## src/rtl/pinball_pkg.sv

```systemverilog
//------------------------------------------------------------------------------
// pinball_pkg : border indices and per-object hit record shared by collision logic
// Revision    : 1.0
//------------------------------------------------------------------------------
`default_nettype none

package pinball_pkg;

  localparam int NUM_BORDERS   = 4;
  localparam int BORDER_TOP    = 0;
  localparam int BORDER_BOTTOM = 1;
  localparam int BORDER_LEFT   = 2;
  localparam int BORDER_RIGHT  = 3;

  // One object's hits: object-overlap flag in the MSB, border sides below.
  typedef struct packed {
    logic                   obj;
    logic [NUM_BORDERS-1:0] side;
  } hit_t;

endpackage

`default_nettype wire

```

## src/rtl/collision_accumulator.sv

```systemverilog
//------------------------------------------------------------------------------
// collision_accumulator : ORs one object's pixel hits over a frame and
//                         publishes the completed frame at startOfFrame
// Revision              : 1.0
//------------------------------------------------------------------------------
`default_nettype none

module collision_accumulator
  import pinball_pkg::*;
(
  input  logic clk,
  input  logic reset,
  input  logic startOfFrame,
  input  hit_t hit_i,
  output hit_t result_o
);

  hit_t acc_q, acc_d;
  hit_t res_q, res_d;

  always_comb begin
    acc_d = acc_q | hit_i;
    res_d = res_q;
    if (startOfFrame) begin
      // The start-of-frame pixel belongs to the new frame, not the published one.
      res_d = acc_q;
      acc_d = hit_i;
    end
  end

  always_ff @(posedge clk) begin
    if (reset) begin
      acc_q <= '0;
      res_q <= '0;
    end else begin
      acc_q <= acc_d;
      res_q <= res_d;
    end
  end

  assign result_o = res_q;

endmodule

`default_nettype wire

```

## src/rtl/collision_controller.sv

```systemverilog
//------------------------------------------------------------------------------
// collision_controller : per-frame border/object collision detection with
//                        publish pulse and saturating collision-frame counter
// Revision             : 1.0
//------------------------------------------------------------------------------
`default_nettype none

module collision_controller
  import pinball_pkg::*;
#(
  parameter int NUM_OBJECTS    = 4,
  parameter int OBJ_COLLIDE_EN = 1,
  parameter int COUNT_W        = 16
) (
  input  logic                       clk,
  input  logic                       reset,
  input  logic                       startOfFrame,
  input  logic [NUM_OBJECTS-1:0]     draw_objects,
  input  logic [NUM_BORDERS-1:0]     draw_borders,
  output logic [NUM_OBJECTS*4-1:0]   border_hit,
  output logic [NUM_OBJECTS-1:0]     object_hit,
  output logic [NUM_OBJECTS-1:0]     collision,
  output logic                       collision_pulse,
  output logic [COUNT_W-1:0]         collision_count
);

  logic [NUM_OBJECTS-1:0] obj_px;
  logic [NUM_OBJECTS-1:0] others;
  logic                   sof_q;
  logic [COUNT_W-1:0]     count_q, count_d;

  always_comb begin
    obj_px = '0;
    others = '0;
    for (int i = 0; i < NUM_OBJECTS; i++) begin
      others    = draw_objects & ~({{(NUM_OBJECTS-1){1'b0}}, 1'b1} << i);
      obj_px[i] = draw_objects[i] & (|others);
    end
    if (OBJ_COLLIDE_EN == 0) obj_px = '0;
  end

  for (genvar g = 0; g < NUM_OBJECTS; g++) begin : g_obj
    hit_t hit;
    hit_t res;

    assign hit.obj  = obj_px[g];
    assign hit.side = draw_borders & {NUM_BORDERS{draw_objects[g]}};

    collision_accumulator u_acc (
      .clk          (clk),
      .reset        (reset),
      .startOfFrame (startOfFrame),
      .hit_i        (hit),
      .result_o     (res)
    );

    assign border_hit[4*g +: 4] = res.side;
    assign object_hit[g]        = res.obj;
    assign collision[g]         = |res;
  end

  // sof_q marks the cycle in which freshly published results are visible.
  always_ff @(posedge clk) begin
    if (reset) sof_q <= 1'b0;
    else       sof_q <= startOfFrame;
  end

  assign collision_pulse = sof_q & (|collision);

  always_comb begin
    count_d = count_q;
    if (collision_pulse && (count_q != {COUNT_W{1'b1}}))
      count_d = count_q + {{(COUNT_W-1){1'b0}}, 1'b1};
  end

  always_ff @(posedge clk) begin
    if (reset) count_q <= '0;
    else       count_q <= count_d;
  end

  assign collision_count = count_q;

endmodule

`default_nettype wire

```

## config.mk

```make
export PLATFORM = sky130hd
export DESIGN_NAME = collision_controller
export DESIGN_NICKNAME = d
export VERILOG_FILES = /design/src/rtl/pinball_pkg.sv /design/src/rtl/collision_accumulator.sv /design/src/rtl/collision_controller.sv
export SDC_FILE = /design/constraint.sdc
export NUM_CORES = 1
export LEC_CHECK = 0
export BUFFER_PORTS_ARGS = -buffer_cell sky130_fd_sc_hd__buf_2
export CAP_MARGIN = 20
export CORE_ASPECT_RATIO = 2
export CORE_MARGIN = 4
export CORE_UTILIZATION = 50
export DETAILED_ROUTE_END_ITERATION = 8
export GPL_ROUTABILITY_DRIVEN = 1
export PLACE_DENSITY = 0.71
export RECOVER_POWER = 100
export SYNTH_ARGS = -nofsm -noshare
export SYNTH_HDL_FRONTEND = slang
export SYNTH_SLANG_ARGS = --single-unit
```

## constraint.sdc

```tcl
create_clock -name clk -period 6.3 [get_ports clk]
set_clock_uncertainty 0.1 [all_clocks]
set_input_delay 1.26 -clock clk [delete_from_list [all_inputs] [get_ports clk]]
set_output_delay 1.26 -clock clk [all_outputs]
set_load 0.005 [all_outputs]
```

# Word-level counts from Yosys, hierarchy flattened
# Index checks and enable logic that the tools add are counted.
[classes]
addsub = 1
n_eq_ne = 1
n_mux = 4
bitwise_logic = 13
reduce_logical = 10
[op_table]
columns = ["op", "n"]
rows = [
  ["two-way mux 5 bit", 4],
  ["OR 5 bit", 4],
  ["OR reduction 20 bit", 1],
  ["OR reduction 5 bit", 4],
  ["adder 16 x 1 -> 16 bit, second input constant", 1],
  ["bitwise AND 4 bit", 4],
  ["inequality test 16 bit, second input constant", 1],
  ["OR reduction 3 bit", 4],
  ["bitwise AND 1 bit", 5],
  ["logical AND 1 bit", 1],
]
[word_totals]
regBits = 57
inputBits = 11
output_inout_bits = 41
word_cells = 47

# Logic depth before layout (Yosys ltp)
[depth]
depth_word = 4
mapped_depth = 7
depth_no_buf = 6

# By module
# Synthesis repeated with hierarchy kept, for this count alone.
[unflattened]
hier_cells = 284
hier_area_um2 = 2610.0
[by_module_without_submodules]
columns = ["mod", "n_inst", "cells_each", "area_per_inst_um2", "seq_area_each_um2"]
rows = [
  ["collision_accumulator", 4, 37, 359.1, 200.2],
  ["collision_controller", 1, 136, 1173.6, 340.3],
]

# Worst setup path before layout
# Ideal clock, no wire load.
[synth_path]
path_kind = "register to output"
start = "reg g_obj[0].u_acc.res_q (netlist bit g_obj[0].u_acc.result_o[3])"
end = "out collision_pulse"
t_arrival_ns = 1.455
required_time_ns = 4.940
setup_slack_ns = 3.485
stages_incl_launch_ff = 6
path_buffers = 1
path_cell_list = "dfxtp_1 > or4_4 > nor4_4 > a21o_4 > buf_6 > inv_1"
[synth_via]
elab_chain_len = 2
[synth_rtl]
columns = ["item", "line", "rtl"]
rows = [
  ["start: declaration", "collision_accumulator.sv:19", "hit_t res_q, res_d;"],
  ["start signal: assignment", "collision_accumulator.sv:37", "res_q <= res_d;"],
  ["OR reduction 20 bit", "collision_controller.sv:68", "assign collision_pulse = sof_q & (|collision);"],
  ["bitwise AND 1 bit", "collision_controller.sv:68", ""],
  ["end: declaration", "collision_controller.sv:23", "output logic collision_pulse,"],
]
# Every way passes these cells.

# Worst setup path in the final report
[layout_path]
start = "reg g_obj[2].u_acc.res_q (netlist bit g_obj[2].u_acc.result_o[1])"
end = "out collision_pulse"
[layout_via]
elab_chain_len = 2
[layout_rtl]
columns = ["item", "line"]
rows = [
  ["start: declaration", "collision_accumulator.sv:19"],
  ["start signal: assignment", "collision_accumulator.sv:37"],
  ["OR reduction 20 bit", "collision_controller.sv:68"],
  ["bitwise AND 1 bit", "collision_controller.sv:68"],
]
# Every way passes these cells.

==> results.md <==
- Status: finished, violations left
- Failing checks: max-capacitance violations
- First-pass GRT wire length: 9290 um
- Number of global-route vias before repair: 1932
- First drt pass iteration count: 4
- Classification of the worst-slack hold path: reg2reg
- Post-DP HPWL: 4020 um
- Initial core utilization: 52.4%
- Vert. Die Dim: 107 um
- Clk Latency, worst-skew pair: 0.34 ns
- P per Cell Area: 263 nW/um^2
- Tightest Pin Transition: 1.50 ns
- Post-route antenna net violation count: 0
- Top Ports: 52
- Synthesized net count: 270
- TritonCTS clock tree: yes
- Reg2reg path depth: 5
- Die area: 6160 sq um
- Total CTS buffers: 9
- Hold Buf Count CTS: 0
- H-tree depth: 3
- Syn_area_per_cell: 9.51 sq um
- Max-Cap Viols: 1
- Mapped Area: 2450 sq um
- Final min period: 3.77 ns
- Hold Startpoint: g_obj[1].u_acc.acc_q[4]
- NumNets Final: 315
- Longest Clk Path Bufs: 2
- Reg2reg setup slack: 3.73 ns
- Worst hold slack: 0.364 ns
- CTS resizes: 0
- Critical R2R Capture: collision_count[8]
- Slew margin rel.: 0.0775%
- Overall Global Routing Usage: 19.7%
- Max VDD drop: 0.195 mV
- Setup_tns: 0 ns
- CP Launch Point: g_obj[2].u_acc.result_o[1]
- Worst Path Arrival: 2.41 ns
- Commonest non-fill, non-tap cells in the layout: 57 x dfxtp_1, 50 x nor2_1, 32 x buf_2, 20 x mux2i_1, 20 x clkbuf_1
- DRT Wirelength: 5610 um
- RePlAce Congestion: 0.728
- Top-area cell type share of the netlist area: 46.5%
- Crit start category: flop
- Final Power: 0.000735 W
- Worst Path Max Fanout: 20
- Setup violators final: 0
- Met3 Resource Use GR: 4.70%
- Met1 GRT Util: 21.2%
- # port buffers: 51
- Postcts setup bufs: 0
- Worst-path clk slew: 0.07 ns
- Busiest grt layer: met2
- Leakage Power: 1.21 nW
- R2r startpoint: g_obj[2].u_acc.result_o[1]
- Area growth from synthesis to layout: 13.9%
- Grt ovf: 0
- Async SR Flop Fraction: 0%
- Final period utilization: 59.9%
- Largest net degree at the start of global routing: 66
- ANT cells: 0
- Post-synth EDFFs: 0
- Setup crit end: collision_pulse
- Max Freq: 265 MHz
- RSZ-0062 raised after global routing: no
- Met2 Usage GRT: 34.1%
- Yosys reg bits: 57
- DRC Markers: 0
- DR WL/cell: 15.5 um
- Clk sink count: 57
- Yosys top cell by area: dfxtp_1
- Max-slew violations: 0
- Fraction of layout cells with a size suffix above 1: 20.5%
- Number of placement rows: 35
- Core area: 4690 sq um
- Ys Warns: 0
- CP required: 4.94 ns
- Register area share after synthesis: 46.5%
- Vias: 2009
- Most common cell after layout, fill and taps aside: dfxtp_1
- Main synth FF type: dfxtp_1
- WS Path Type: reg2out
- Final Hold Viols: 0
- CTS root buf: clkbuf_8
- Cells after Synth: 258
- Synth area leaders: dfxtp_1 47%, mux2i_1 8.2%, nor2_1 7.3%, a22oi_1 4.9%, mux2_4 3.1%
- CP Capture Type: output pin
- Initial antenna violation count: 0
- Vias per inst: 5.53
- Die Wd: 57.5 um
- Initial drt markers: 60
- Yosys cell types: 46
## report_power, final
part / internal [W] / total [W] / switching, W
combinational: 0.0000293 / 0.0000678 / 0.0000385
sequential: 0.000374 / 0.000383 / 0.00000957
clock: 0.000139 / 0.000284 / 0.000145
## per-stage QoR
step / cells / setup slack, ns / instance area [sq um] / util, %
2_1_floorplan: 258 / 3.49 / 2450 / -
3_3_place_gp: 346 / 3.31 / 2690 / 57.4
3_5_place_dp: 346 / 3.29 / 2690 / 57.4
4_1_cts: 362 / 2.91 / 2850 / 60.9
5_1_grt: 363 / 2.22 / 2800 / 59.7
6_report: 363 / 2.53 / 2800 / 59.7
## per-layer routing
| metal | routed length [um] | up-vias |
|---|---|---|
| met5 | 0 | - |
| met4 | 210 | 0 |
| met3 | 229 | 14 |
| met2 | 3060 | 43 |
| met1 | 2110 | 945 |
| li1 | - | 1007 |
## synthesized netlist by cell type, types with 2 or more instances
master / count
a22oi_1: 16
or3_1: 5
or4_4: 2
clkbuf_1: 9
dfxtp_1: 57
nand3_1: 7
nand2_1: 8
and3_1: 2
or4_1: 3
nand4_1: 6
o31ai_1: 4
nor3_1: 2
nor2b_1: 7
nor2_2: 2
nor4_4: 2
o21ai_0: 6
or2_2: 4
a21oi_1: 11
mux2_4: 5
inv_1: 3
buf_1: 6
nor2_1: 48
mux2i_1: 20
## cell families after synthesis
family          Yosys count  synth area share [%]
compound gates           42                  11.7
buf+inv                  22                  4.18
xor+xnor                  1                 0.357
simple gates            108                  24.6
fa+ha+maj                 1                 0.510
mux                      27                  12.1
flops                    57                  46.5
## layout make-up
class	count	area (sq um)
Tap cell	55	68.8
Clock inverter	6	35.0
Multi-Input combinational cell	179	1160
Fill cell	455	1890
Timing Repair Buffer	52	251
Inverter	4	15.0
Clock buffer	10	128
Sequential cell	57	1140
## how the worst min path moves through the flow
| stage | depth (start not counted) | to | slack (ns) |
|---|---|---|---|
| CTS | 2 | g_obj[1].u_acc.acc_q[4] | 0.36 |
| global route | 2 | g_obj[0].u_acc.acc_q[4] | 0.39 |
| global placement | 2 | g_obj[1].u_acc.acc_q[4] | 0.35 |
| detailed placement | 2 | g_obj[1].u_acc.acc_q[4] | 0.35 |
| floorplan | 2 | g_obj[0].u_acc.acc_q[4] | 0.34 |
| finish | 2 | g_obj[1].u_acc.acc_q[4] | 0.36 |
## critical path, cell delays in order, from the launching register on
cell      delay (ns)
dfxtp_1         0.32
or4_1           0.54
nor4_1          0.49
a21o_1          0.53
inv_1           0.08
clkbuf_1        0.12
## state kept, by name (all words and copies together) (netlist names)
name,cells
g_obj.u_acc.acc_q,20
sof_q,1
collision_count,16
g_obj.u_acc.result_o,20
Power figures use the tool's default switching activity.
